## config.mk

```make
export PLATFORM = sky130hd
export DESIGN_NAME = itcm_arbt
export DESIGN_NICKNAME = d
export VERILOG_FILES = /design/src/rtl/itcm_arbt_pkg.sv /design/src/rtl/itcm_arbt.sv
export SDC_FILE = /design/constraint.sdc
export NUM_CORES = 1
export LEC_CHECK = 0
export ABC_AREA = 1
export ABC_CLOCK_PERIOD_IN_PS = 1100
export BUFFER_PORTS_ARGS = -buffer_cell sky130_fd_sc_hd__buf_4
export CORE_AREA = 4 4 89 91
export DETAILED_ROUTE_END_ITERATION = 8
export DIE_AREA = 0 0 93 95
export PLACE_DENSITY = 0.7
export SLEW_MARGIN = 20
export SYNTH_ARGS = -nofsm -noshare
export SYNTH_HDL_FRONTEND = slang
export SYNTH_SLANG_ARGS = --single-unit
```

## constraint.sdc

```tcl
create_clock -name clk -period 1.1 [get_ports clk]
set_input_delay 0.055 -clock clk [delete_from_list [all_inputs] [get_ports clk]]
set_output_delay 0.055 -clock clk [all_outputs]
set_load 0.02 [all_outputs]
```

## src/rtl/itcm_arbt_pkg.sv

```systemverilog
// Shared widths and encodings for the ITCM arbiter.
// Address and data widths, owner codes and arbiter state codes live here.
package itcm_arbt_pkg;

    localparam int unsigned ITCM_ADDR_WIDTH = 16;
    localparam int unsigned ITCM_RAM_DW     = 32;
    localparam int unsigned ITCM_RAM_MW     = ITCM_RAM_DW / 8;

    typedef enum logic {
        ITCM_OWNER_IFU = 1'b0,
        ITCM_OWNER_LSU = 1'b1
    } itcm_owner_e;

    typedef enum logic {
        ITCM_ARB_IDLE = 1'b0,
        ITCM_ARB_BUSY = 1'b1
    } itcm_arb_state_e;

endpackage

```

## src/rtl/itcm_arbt.sv

```systemverilog
// ITCM arbiter: shares one ITCM port between IFU (read-only) and LSU,
// one outstanding transaction, LSU priority with IFU anti-starvation.
module itcm_arbt
    import itcm_arbt_pkg::*;
#(
    parameter int unsigned STARVE_LIM = 4
) (
    input  logic                       clk,
    input  logic                       rst_n,

    input  logic                       ifu2itcm_cmd_valid,
    output logic                       ifu2itcm_cmd_ready,
    input  logic [ITCM_ADDR_WIDTH-1:0] ifu2itcm_cmd_addr,
    output logic                       ifu2itcm_rsp_valid,
    input  logic                       ifu2itcm_rsp_ready,
    output logic [ITCM_RAM_DW-1:0]     ifu2itcm_rsp_rdata,

    input  logic                       lsu2itcm_cmd_valid,
    output logic                       lsu2itcm_cmd_ready,
    input  logic [ITCM_ADDR_WIDTH-1:0] lsu2itcm_cmd_addr,
    input  logic                       lsu2itcm_cmd_read,
    input  logic [ITCM_RAM_DW-1:0]     lsu2itcm_cmd_wdata,
    input  logic [ITCM_RAM_MW-1:0]     lsu2itcm_cmd_wmask,
    output logic                       lsu2itcm_rsp_valid,
    input  logic                       lsu2itcm_rsp_ready,
    output logic [ITCM_RAM_DW-1:0]     lsu2itcm_rsp_rdata,

    output logic                       itcm_cmd_valid,
    input  logic                       itcm_cmd_ready,
    output logic [ITCM_ADDR_WIDTH-1:0] itcm_cmd_addr,
    output logic                       itcm_cmd_read,
    output logic [ITCM_RAM_DW-1:0]     itcm_cmd_wdata,
    output logic [ITCM_RAM_MW-1:0]     itcm_cmd_wmask,
    input  logic                       itcm_rsp_valid,
    output logic                       itcm_rsp_ready,
    input  logic [ITCM_RAM_DW-1:0]     itcm_rsp_rdata
);

    localparam int unsigned CW = $clog2(STARVE_LIM + 1);
    localparam logic [CW-1:0] STARVE_MAX = CW'(STARVE_LIM);

    itcm_arb_state_e state_q, state_d;
    itcm_owner_e     owner_q, owner_d;
    logic [CW-1:0]   starve_q, starve_d;

    logic busy;
    logic owner_rsp_ready;
    logic rsp_hsk;
    logic cmd_allow;
    logic ifu_win;
    logic lsu_win;
    logic cmd_hsk;

    // Arbitration and handshake qualification
    always_comb begin
        busy            = (state_q == ITCM_ARB_BUSY);
        owner_rsp_ready = (owner_q == ITCM_OWNER_LSU) ? lsu2itcm_rsp_ready : ifu2itcm_rsp_ready;
        rsp_hsk         = busy & itcm_rsp_valid & owner_rsp_ready;
        cmd_allow       = rst_n & (~busy | rsp_hsk);
        ifu_win         = ifu2itcm_cmd_valid & (~lsu2itcm_cmd_valid | (starve_q == STARVE_MAX));
        lsu_win         = lsu2itcm_cmd_valid & ~ifu_win;
        cmd_hsk         = cmd_allow & (ifu_win | lsu_win) & itcm_cmd_ready;
    end

    always_ff @(posedge clk or negedge rst_n) begin
        if (!rst_n) begin
            state_q  <= ITCM_ARB_IDLE;
            owner_q  <= ITCM_OWNER_IFU;
            starve_q <= '0;
        end else begin
            state_q  <= state_d;
            owner_q  <= owner_d;
            starve_q <= starve_d;
        end
    end

    always_comb begin
        state_d  = state_q;
        owner_d  = owner_q;
        starve_d = starve_q;

        if (cmd_hsk) begin
            state_d = ITCM_ARB_BUSY;
            owner_d = lsu_win ? ITCM_OWNER_LSU : ITCM_OWNER_IFU;
        end else if (rsp_hsk) begin
            state_d = ITCM_ARB_IDLE;
        end

        // Counts LSU wins that happened while IFU was left waiting
        if (!ifu2itcm_cmd_valid) begin
            starve_d = '0;
        end else if (cmd_hsk && ifu_win) begin
            starve_d = '0;
        end else if (cmd_hsk && lsu_win && (starve_q != STARVE_MAX)) begin
            starve_d = starve_q + CW'(1);
        end
    end

    always_comb begin
        itcm_cmd_valid     = cmd_allow & (ifu2itcm_cmd_valid | lsu2itcm_cmd_valid);
        ifu2itcm_cmd_ready = cmd_allow & ifu_win & itcm_cmd_ready;
        lsu2itcm_cmd_ready = cmd_allow & lsu_win & itcm_cmd_ready;

        itcm_cmd_addr  = lsu_win ? lsu2itcm_cmd_addr  : ifu2itcm_cmd_addr;
        itcm_cmd_read  = lsu_win ? lsu2itcm_cmd_read  : 1'b1;
        itcm_cmd_wdata = lsu_win ? lsu2itcm_cmd_wdata : '0;
        itcm_cmd_wmask = lsu_win ? lsu2itcm_cmd_wmask : '0;

        itcm_rsp_ready     = busy & owner_rsp_ready;
        ifu2itcm_rsp_valid = busy & (owner_q == ITCM_OWNER_IFU) & itcm_rsp_valid;
        lsu2itcm_rsp_valid = busy & (owner_q == ITCM_OWNER_LSU) & itcm_rsp_valid;
        ifu2itcm_rsp_rdata = (owner_q == ITCM_OWNER_IFU) ? itcm_rsp_rdata : '0;
        lsu2itcm_rsp_rdata = (owner_q == ITCM_OWNER_LSU) ? itcm_rsp_rdata : '0;
    end

endmodule

```

* Word-level counts from Yosys, hierarchy flattened
Index checks and enable logic that the tools add are counted.
Word-level totals: output and inout bits 123, logic and storage cells 49, bits in registers 5, bits of input ports 109
Cells by class: reduce and logical (&&, ||, !) cells 4, muxes and demuxes 13, add/subtract/negate cells 1, eq/ne operators 3, bitwise gates (word level) 25
Operators with widths (number):
- $mux 32 | 3
- $and 1x1->1 | 17
- $mux 16 | 1
- $mux 3 | 3
- $mux 1 | 5
- $mux 4 | 1
- $not 1->1 | 4
- $or 1x1->1 | 4
- $add 3x1->3 const B | 1
- $eq 3x3->1 const B | 1
- $logic_and 1x1->1 | 3
- $ne 3x1->1 const B | 1
- $ne 3x3->1 const B | 1
- $reduce_bool 2->1 | 1

* Logic depth before layout (Yosys ltp)
Gate-level depths: netlist of the first run.
word-level depth 13, depth in mapped cells 10, mapped depth without buffers 9

* Worst setup path before layout of the first run
No wires, ideal clock.
path type reg-to-output, start point register starve_q[0], end point output itcm_cmd_wdata[0], required time 1.045 ns, path buffers 1, cell stages (with the launch flop) 9, data arrival time 1.306 ns, setup slack -0.261 ns, cells stage by stage dfrtp_1 -> inv_1 -> ha_1 -> nand2_1 -> nand2_1 -> nand2_2 -> nand2_4 -> buf_2 -> nor2_1
Between the ends: longest elaborated chain between the ends 6
RTL lines:
- start: declaration | RTL line itcm_arbt.sv:44 | logic [CW-1:0] starve_q, starve_d;
- start signal: assignment | RTL line itcm_arbt.sv:73 | starve_q <= starve_d;
- $eq 3x3->1 | RTL line itcm_arbt.sv:60 | ifu_win = ifu2itcm_cmd_valid & (~lsu2itcm_cmd_valid | (starve_q == STARVE_MAX));
- $or 1x1->1 | RTL line itcm_arbt.sv:60
- $and 1x1->1 | RTL line itcm_arbt.sv:60
- $not 1->1 | RTL line itcm_arbt.sv:61 | lsu_win = lsu2itcm_cmd_valid & ~ifu_win;
- $and 1x1->1 | RTL line itcm_arbt.sv:61
- $mux 32 | RTL line itcm_arbt.sv:106 | itcm_cmd_wdata = lsu_win ? lsu2itcm_cmd_wdata : '0;
- end: declaration | RTL line itcm_arbt.sv:32 | output logic [ITCM_RAM_DW-1:0] itcm_cmd_wdata,
No other way between the ends.

* Worst setup path in the final report of the first run
start point register starve_q[0], end point output itcm_cmd_addr[11]
Between the ends: longest elaborated chain between the ends 6
RTL lines:
- $eq 3x3->1 | RTL line itcm_arbt.sv:60
- $or 1x1->1 | RTL line itcm_arbt.sv:60
- $and 1x1->1 | RTL line itcm_arbt.sv:60
- $not 1->1 | RTL line itcm_arbt.sv:61
- $and 1x1->1 | RTL line itcm_arbt.sv:61
- $mux 16 | RTL line itcm_arbt.sv:104 | itcm_cmd_addr = lsu_win ? lsu2itcm_cmd_addr : ifu2itcm_cmd_addr;
- end: declaration | RTL line itcm_arbt.sv:30 | output logic [ITCM_ADDR_WIDTH-1:0] itcm_cmd_addr,
No other way between the ends.

==> flow_metrics.tcl, run 1 <==
set metrics [dict create \
    status "complete, but fails checks" \
    violations "negative setup slack" \
    max_freq_mhz 595 \
    synth_flop_cell "dfrtp_1" \
    reg2reg_to "starve_q[0]$_DFFE_PN0P_" \
    yosysSeqAreaShare_pct 9.13 \
    synth_fp_nets 426 \
    remaining_drc_errors 0 \
    cts_root_buf "clkbuf_8" \
    dieHeight_um 95 \
    pwr-share-clk_pct 5.2 \
    min_delay_path_depth 3 \
    tightestPinTransition_ps 263 \
    comb_power_share_pct 90.6 \
    clkSinkCount 5 \
    drive_gt1_share_pct 80.3 \
    synthTopCellsByArea "inv_1 30%, nand2_1 26%, nor2_1 20%" \
    pre_cts_slack_ps -427 \
    drv_cap 0 \
    synth-edff-count 0 \
    max_slew_margin_pct 82.4 \
    num_io_pins 232 \
    finClkSkew_ps 2.92 \
    core-area_um2 7140 \
    drt-initial-drc-count 76 \
    yosys_warnings 0 \
    dr.pass1.iters 4 \
    hold_class "input pin to flop" \
    critPathSlowestCell "dfrtp_1" \
    antenna_left 0 \
    start_kind "flop" \
    final_nets 705 \
    synth.top_cells.by_count "110 x inv_1, 95 x nand2_1, 73 x nor2_1" \
    initial_core_util_pct 19.2 \
    grt_setup_unrepaired "true" \
    power_frac_seq_pct 4.2 \
    min-delay-start "ifu2itcm_cmd_valid" \
    p_leak_nw 3.12 \
    wl_um 12400 \
    wire_per_inst_um 17.9 \
    placementRows 31 \
    r2r_slack_ps -250 \
    ctsLongestPathBuffers 2 \
    fin_hold_ws_ps 151 \
    area_delta_synth_final_pct 298 \
    r2r-start "owner_q$_DFFE_PN0N_" \
    p_int_mw 3.44 \
    die_area_um2 8840 \
    yosysTopAreaCell "inv_1" \
    worstSkewPairLatency_ps 220 \
    critPathCaptureType "primary output" \
    grt_pass1_vias 3231 \
    cts_tree "done" \
    hold_violations 0 \
    gp_congestion 0.782 \
    cp.required_ps 1040 \
    slowest_delay_ps 360 \
    synth_most_common_cell "inv_1" \
    crit_fanout 6 \
    syn_inst 315 \
    grt.overflow.total 0 \
    via_per_inst 4.36 \
    dpl.hpwl_um 6680 \
    powerDensity_nw_per_um2 1210 \
    period_share_pct 153 \
    antennaDiodeCount 0 \
    synth_top_area_share_pct 30.1 \
    grt_usage_pct 23.5 \
    port_buffers 231 \
    worst_slack_ps -580 \
    async_flop_share_pct 100 \
    die_w_um 93 \
    numCtsBuffers 3 \
    synth_cell_types 21 \
    slew_viol_final 0 \
    holdPathEnd "starve_q[2]$_DFFE_PN0P_" \
    fin_crit_ps 1680 \
    ir_worst_vdd_uv 445 \
    antenna_found_initial 0 \
    grt_pass1_wl_um 16500 \
    grt_max_degree 11 \
    switching_share_pct 47.7 \
    cp_data_arrival_time_ps 1620 \
    vias 3014 \
    critPathKind "flop to primary output" \
    synth_seq_cells 5 \
    ctsHtreeMaxLevel 1 \
    cp_cell_sequence "inv_2 -> ha_4 -> nand2_4 -> nand2_4 -> nand2_8 -> nand2_8 -> buf_12 -> buf_16 -> nand2_2 -> nand2_2 -> buf_4" \
    p_sw_mw 3.13 \
    setup_violations 128 \
    cts.clk_slew.worst_paths_ps 40 \
    ff2ff_path_depth 10 \
    design_area_um2 5460 \
    post_dp_cell_area_um2 3710 \
    netlist_area_um2 1370 \
    syn_area_per_cell_um2 4.35 \
]
stage by stage:
| stage | TNS [ps] | util [%] | cells | power, mW |
|---|---|---|---|---|
| 6_report | -46930 | 76.5 | 692 | 6.58 |
| 4_1_cts | -50830 | 72.2 | 687 | 5.98 |
| 3_5_place_dp | -18930 | 51.9 | 654 | 3.51 |
| 3_3_place_gp | -16470 | 51.9 | 654 | 3.47 |
| 2_1_floorplan | -9680 | - | 315 | 1.92 |
| 5_1_grt | -53970 | 76.5 | 692 | 6.85 |
cell families (layout without fill, tap and decap cells):
logic type | count (synthesis) | after routing | share of synthesized area [%]
XOR/XNOR | 1 | 1 | 0.639
AO/OA/AOI/OAI | 3 | 3 | 1.10
flip-flops | 5 | 5 | 9.13
adder cells (fa/ha/maj) | 2 | 2 | 1.83
buffers and inverters | 125 | 402 | 35.9
AND/OR/NAND/NOR | 179 | 180 | 51.4
power groups by stage:
| stage | Combinational [mW] | Clock [mW] | Sequential (mW) |
|---|---|---|---|
| 2_1_floorplan | 1.67 | 0 | 0.258 |
| 3_3_place_gp | 3.21 | 0 | 0.260 |
| 3_5_place_dp | 3.25 | 0 | 0.263 |
| 4_1_cts | 5.37 | 0.349 | 0.262 |
| 5_1_grt | 6.20 | 0.361 | 0.283 |
| 6_report | 5.96 | 0.345 | 0.274 |
critical path, delay by kind of cell, from the launching register on:
family                     cells  cell delay [ps]
DFF                            1              360
buffers and inverters          4              480
adders and majority gates      1              160
and+or+nand+nor                6              400
sequential cells by signal, summed over array words and instances, names as in the netlist:
register	cells
starve_q	3
busy	1
owner_q	1
how the worst max path moves through the flow:
stage	slack (ps)	startpoint	to	depth (start not counted)
floorplan	-190	starve_q[0]$_DFFE_PN0P_	itcm_cmd_addr[10]	10
global placement	-370	starve_q[0]$_DFFE_PN0P_	itcm_cmd_addr[0]	10
detailed placement	-430	starve_q[0]$_DFFE_PN0P_	itcm_cmd_addr[0]	10
CTS	-590	starve_q[0]$_DFFE_PN0P_	itcm_cmd_addr[1]	10
global route	-650	starve_q[0]$_DFFE_PN0P_	itcm_cmd_wdata[16]	10
finish	-580	starve_q[0]$_DFFE_PN0P_	itcm_cmd_addr[11]	11
cell usage in the layout (no fill, tap or decap), types with 2 or more instances in the layout:
master,count
buf_4,149
nand2_4,42
dfrtp_1,4
nand2_8,2
nor2_4,72
buf_6,107
nand2_2,28
nand2_1,27
buf_16,9
nand3_4,2
clkbuf_8,3
buf_12,19
o21ai_1,2
inv_2,34
nand3_1,2
inv_1,76
cell type report:
type | count | area (um2)
Tap cell | 99 | 124
Clock buffer | 4 | 45.0
Sequential cell | 5 | 126
Timing Repair Buffer | 286 | 2990
Fill cell | 440 | 1680
Multi-Input combinational cell | 186 | 1740
Inverter | 112 | 430
what timing repair did:
item | in CTS | in global routing
gates resized for setup | 286 | 83
endpoints found under the hold margin | 5 | 0
endpoints found under the setup margin | 126 | 128
hold buffers | 1 | 0
pin swaps | 27 | 27
gates cloned | 13 | 1
setup buffers | 15 | 11
layer usage:
layer	track usage (%)	routed length [um]	vias up
li1	-	-	1401
met1	23.3	3940	1382
met2	46.7	6810	195
met3	6.77	1200	36
met4	6.96	430	0
met5	0	0	-
Note: power is estimated with default switching activity, not from simulation.
==> run 2, diff against run 1 <==
CORE_AREA = 4 4 87 89   (was 4 4 89 91)
CTS_BUF_LIST = sky130_fd_sc_hd__clkbuf_8   (was not set)
DIE_AREA = 0 0 91 93   (was 0 0 93 95)
PLACE_DENSITY = 0.73   (was 0.7)
==> flow_metrics.tcl, run 2 (synthesis gave the netlist of run 1 again) <==
set metrics [dict create \
    multiInputGateArea_um2 1830 \
    clkSinkCount 5 \
    critPathSlowestCell "dfrtp_1" \
    p_sw_mw 3.06 \
    slew_viol_final 0 \
    max_slew_margin_pct 81.5 \
    placementRows 30 \
    largest_register_ffs 3 \
    num_io_pins 232 \
    wire_per_inst_um 18.3 \
    grt_max_degree 17 \
    cts_tree "done" \
    use_met3_pct 6.28 \
    critPathKind "flop to primary output" \
    cts_root_buf "clkbuf_8" \
    regArea_um2 126 \
    hold_violations 0 \
    die_w_um 91 \
    period_share_pct 150 \
    wl_um 12100 \
    cp_cell_sequence "inv_2 -> ha_4 -> nand2_4 -> nand2_4 -> nand2_8 -> nand2_8 -> clkbuf_16 -> nand2_2 -> nand2_2 -> buf_6" \
    dieHeight_um 93 \
    comb_power_share_pct 90.4 \
    use_met2_pct 45.3 \
    ctsLongestPathBuffers 2 \
    grt_pass1_vias 3138 \
    top_register "starve_q" \
    grt_usage_pct 23.9 \
    numCtsBuffers 3 \
    nFillCells 406 \
    final_nets 694 \
    drt-initial-drc-count 73 \
    busiest_layer "met2" \
    initial_core_util_pct 20.3 \
    pwr-share-clk_pct 5.3 \
    antennaDiodeCount 0 \
    powerDensity_nw_per_um2 1170 \
    via_per_inst 4.56 \
    critPathCaptureType "primary output" \
    finClkSkew_ps 0.280 \
    final_util_pct 78.8 \
    port_buffers 231 \
    cts.clk_slew.worst_paths_ps 40 \
    antenna_left 0 \
    remaining_drc_errors 0 \
    ir_worst_vdd_uv 718 \
    antenna_found_initial 0 \
    use_met1_pct 26.2 \
    power_frac_seq_pct 4.3 \
    drv_cap 0 \
    drive_gt1_share_pct 80.8 \
    area_delta_synth_final_pct 289 \
    gp_congestion 0.843 \
    max_freq_mhz 604 \
    ctsHtreeMaxLevel 1 \
    p_leak_nw 3.04 \
    p_int_mw 3.18 \
    vias 3017 \
    violations "negative setup slack" \
    fin_crit_ps 1660 \
    crit_fanout 7 \
    start_kind "flop" \
    hold_class "input pin to flop" \
    die_area_um2 8460 \
    final_common_cell "buf_4" \
    dpl.hpwl_um 6990 \
    cp_data_arrival_time_ps 1600 \
    worstSkewPairLatency_ps 220 \
    finalSetupTns_ps -43300 \
    tightestPinTransition_ps 277 \
    grt_setup_unrepaired "true" \
    worst_slack_ps -555 \
    slowest_delay_ps 380 \
    grt_pass1_wl_um 16400 \
    grt.overflow.total 0 \
    cp.required_ps 1040 \
    switching_share_pct 49.0 \
    layout_common_cells "130 x buf_4, 123 x buf_6, 77 x inv_1" \
    setup_violations 128 \
    status "complete, but fails checks" \
    post_dp_cell_area_um2 3610 \
    core-area_um2 6760 \
    design_area_um2 5330 \
    dr.pass1.iters 4 \
]
## run 2: what timing repair did
action	4_1_cts	5_1_grt
setup endpoints to repair	126	128
buffers inserted	13	6
pin swaps	45	33
gates cloned	6	4
resized for setup	271	122
hold buffers	1	0
hold endpoints to repair	5	0
## run 2: critical path: cells and delay by family, from the launching register on
| kind | cells | cell delay [ps] |
|---|---|---|
| buf+inv | 3 | 360 |
| flops | 1 | 380 |
| fa+ha+maj | 1 | 140 |
| simple gates | 6 | 480 |
## run 2: final cells by class
| cell class | count | area share, % |
|---|---|---|
| tap | 80 | 1.88 |
| timing repair inverter | 1 | 0.164 |
| clock buffer | 3 | 0.775 |
| multi-input combinational | 187 | 34.3 |
| clock inverter | 1 | 0.0705 |
| timing repair buffer | 273 | 52.1 |
| sequential | 5 | 2.37 |
| inverter | 112 | 8.27 |
## run 2: stage by stage
step | hold slack (ps) | std cells | worst slack (ps) | total power [mW]
finish | 166 | 662 | -555 | 6.25
global route | 185 | 662 | -624 | 6.50
CTS | 143 | 657 | -537 | 5.72
detailed placement | -123 | 633 | -445 | 3.51
global placement | -127 | 633 | -415 | 3.48
floorplan | -241 | 315 | -193 | 1.92
## run 2: final timing paths
path | slack (ps) | startpoint | depth (start not counted) | endpoint
min in group asynchronous | 300 | rst_n | 2 | starve_q[1]$_DFFE_PN0P_
max | -560 | starve_q[0]$_DFFE_PN0P_ | 10 | itcm_cmd_addr[9]
max in group asynchronous | 560 | rst_n | 2 | owner_q$_DFFE_PN0N_
min reg2reg | 640 | starve_q[1]$_DFFE_PN0P_ | 3 | starve_q[1]$_DFFE_PN0P_
min | 170 | ifu2itcm_cmd_valid | 3 | starve_q[1]$_DFFE_PN0P_
max reg2reg | -340 | starve_q[0]$_DFFE_PN0P_ | 9 | starve_q[2]$_DFFE_PN0P_
## run 2: layer usage
| metal | share of wire (%) | routed length [um] |
|---|---|---|
| met1 | 33 | 3960 |
| met2 | 55 | 6620 |
| met3 | 9.6 | 1160 |
| met4 | 3.0 | 367 |
| met5 | 0 | 0 |
## run 2: power by group through the flow
stage / Clock [mW] / Combinational, mW / Sequential, mW
after floorplan: 0 / 1.67 / 0.258
after global placement: 0 / 3.22 / 0.260
after detailed placement: 0 / 3.24 / 0.265
after CTS: 0.335 / 5.12 / 0.266
after global routing: 0.356 / 5.87 / 0.273
final: 0.329 / 5.65 / 0.268
==> run 3, diff against run 2 <==
BUFFER_PORTS_ARGS = -buffer_cell sky130_fd_sc_hd__buf_2   (was -buffer_cell sky130_fd_sc_hd__buf_4)
==> flow_metrics.tcl, run 3 (synthesis gave the netlist of run 1 again) <==
set metrics [dict create \
    grt_pass1_vias 3152 \
    cp.depth 10 \
    max_freq_mhz 598 \
    worstSkewPairLatency_ps 220 \
    worst_slack_ps -573 \
    placed_cells 631 \
    num_io_pins 232 \
    antenna_found_initial 0 \
    tightestPinTransition_ps 245 \
    design_area_um2 4860 \
    cp.required_ps 1040 \
    critPathSlowestCell "dfrtp_1" \
    p_leak_nw 2.88 \
    period_share_pct 152 \
    min_delay_path_depth 3 \
    numCtsBuffers 3 \
    clkSinkCount 5 \
    remaining_drc_errors 0 \
    powerDensity_nw_per_um2 1240 \
    nFillCells 440 \
    via_per_inst 4.66 \
    ir_worst_vdd_uv 709 \
    grt_usage_pct 24.3 \
    pwr-share-clk_pct 5.6 \
    total_power_mw 6.01 \
    violations "negative setup slack" \
    ctsHtreeMaxLevel 1 \
    fin_crit_ps 1670 \
    final_common_cell "buf_2" \
    status "complete, but fails checks" \
    critPathCaptureType "primary output" \
    fin_cells 655 \
    grt.overflow.total 0 \
    cp_data_arrival_time_ps 1620 \
    gp_congestion 0.834 \
    grt_setup_unrepaired "true" \
    drive_gt1_share_pct 80.3 \
    post_dp_cell_area_um2 3010 \
    final_nets 687 \
    slew_viol_final 0 \
    crit_fanout 7 \
    cp_cell_sequence "inv_2 -> ha_4 -> nand2_4 -> nand2_4 -> nand2_4 -> nand2_8 -> clkbuf_16 -> nand2_4 -> nand2_2 -> buf_6" \
    dpl.hpwl_um 6400 \
    placementRows 30 \
    drv_cap 0 \
    grt_pass1_wl_um 16500 \
    vias 3054 \
    dr.pass1.iters 4 \
    ctsLongestPathBuffers 2 \
    initial_core_util_pct 20.3 \
    cts.clk_slew.worst_paths_ps 30 \
    die_area_um2 8460 \
    die_w_um 91 \
    core-area_um2 6760 \
    top_register "starve_q" \
    path_buf_inv 3 \
    area_delta_synth_final_pct 255 \
    wl_um 12300 \
    wire_per_inst_um 18.8 \
    start_kind "flop" \
    critPathTopFamily "simple AND/OR/NAND/NOR gates" \
    antenna_left 0 \
    dieHeight_um 93 \
    antennaDiodeCount 0 \
    finClkSkew_ps 3.03 \
    switching_share_pct 50.7 \
    p_int_mw 2.96 \
    hold_class "input pin to flop" \
    power_frac_seq_pct 4.8 \
    cts_tree "done" \
    layout_common_cells "114 x buf_2, 112 x buf_6, 77 x inv_1" \
    critPathKind "flop to primary output" \
    hold_violations 0 \
    drt-initial-drc-count 90 \
    grt_max_degree 17 \
    max_slew_margin_pct 83.6 \
    cts_root_buf "clkbuf_8" \
    cp_common_cell "nand2_4" \
    pre_cts_slack_ps -462 \
    port_buffers 231 \
    setup_violations 128 \
    slowest_delay_ps 380 \
    ff2ff_path_depth 10 \
    p_sw_mw 3.05 \
    comb_power_share_pct 89.6 \
    fin_hold_ws_ps 249 \
    largest_register_ffs 3 \
]
## run 3: power by group through the flow
stage / Combinational, mW / Sequential [mW] / Clock, mW
2_1_floorplan: 1.67 / 0.258 / 0
3_5_place_dp: 2.74 / 0.264 / 0
4_1_cts: 4.91 / 0.280 / 0.343
6_report: 5.39 / 0.286 / 0.337
5_1_grt: 5.60 / 0.294 / 0.363
3_3_place_gp: 2.71 / 0.260 / 0
## run 3: worst register-to-register path, cell delays in order, from the launching register on
cell,delay [ps]
dfrtp_1,380
inv_2,80
ha_4,140
nand2_4,50
nand2_4,80
nand2_4,80
nand2_4,150
buf_4,150
nor2_4,40
inv_1,40
nand2_1,50
## run 3: path summary, 6_finish.rpt
kind | startpoint | endpoint | slack (ps)
min in group asynchronous | rst_n | busy$_DFFE_PN0P_ | 330
max in group asynchronous | rst_n | owner_q$_DFFE_PN0N_ | 550
max reg2reg | starve_q[1]$_DFFE_PN0P_ | owner_q$_DFFE_PN0N_ | -230
max | starve_q[1]$_DFFE_PN0P_ | itcm_cmd_addr[2] | -570
min reg2reg | starve_q[0]$_DFFE_PN0P_ | starve_q[0]$_DFFE_PN0P_ | 590
min | itcm_cmd_ready | starve_q[1]$_DFFE_PN0P_ | 250
## run 3: layout make-up
class | instances | area, um2 | share of cell area [%]
clock inverters | 1 | 3.75 | 0.0772
well taps | 80 | 100 | 2.06
clock buffers | 3 | 41.3 | 0.849
repair buffers | 268 | 2420 | 49.9
inverters | 112 | 428 | 8.80
multi-input cells | 186 | 1740 | 35.7
flip-flops and latches | 5 | 126 | 2.60
## run 3: per-layer routing
metal  up-vias  wire, um  part of all wire [%]  track usage [%]
met5         -         0                     0                0
met4         0       662                   5.4             7.16
met3        58      1250                    10             6.76
met2       256      6550                    53             47.4
met1      1384      3840                    31             25.0
li1       1356         -                     -                -
## run 3: what timing repair did
action,in CTS,in global routing
gates resized for setup,387,100
gates cloned,8,1
endpoints found under the setup margin,126,128
buffers inserted,11,8
pin swaps,41,30
hold buffers,1,0
endpoints found under the hold margin,5,0
## run 3: through the flow
step                      util, %  TNS (ps)
after CTS                    67.5    -47110
after global routing         72.0    -51950
after detailed placement     44.6    -20790
after floorplan                 -     -9680
after global placement       44.6    -18530
final                        72.0    -44970
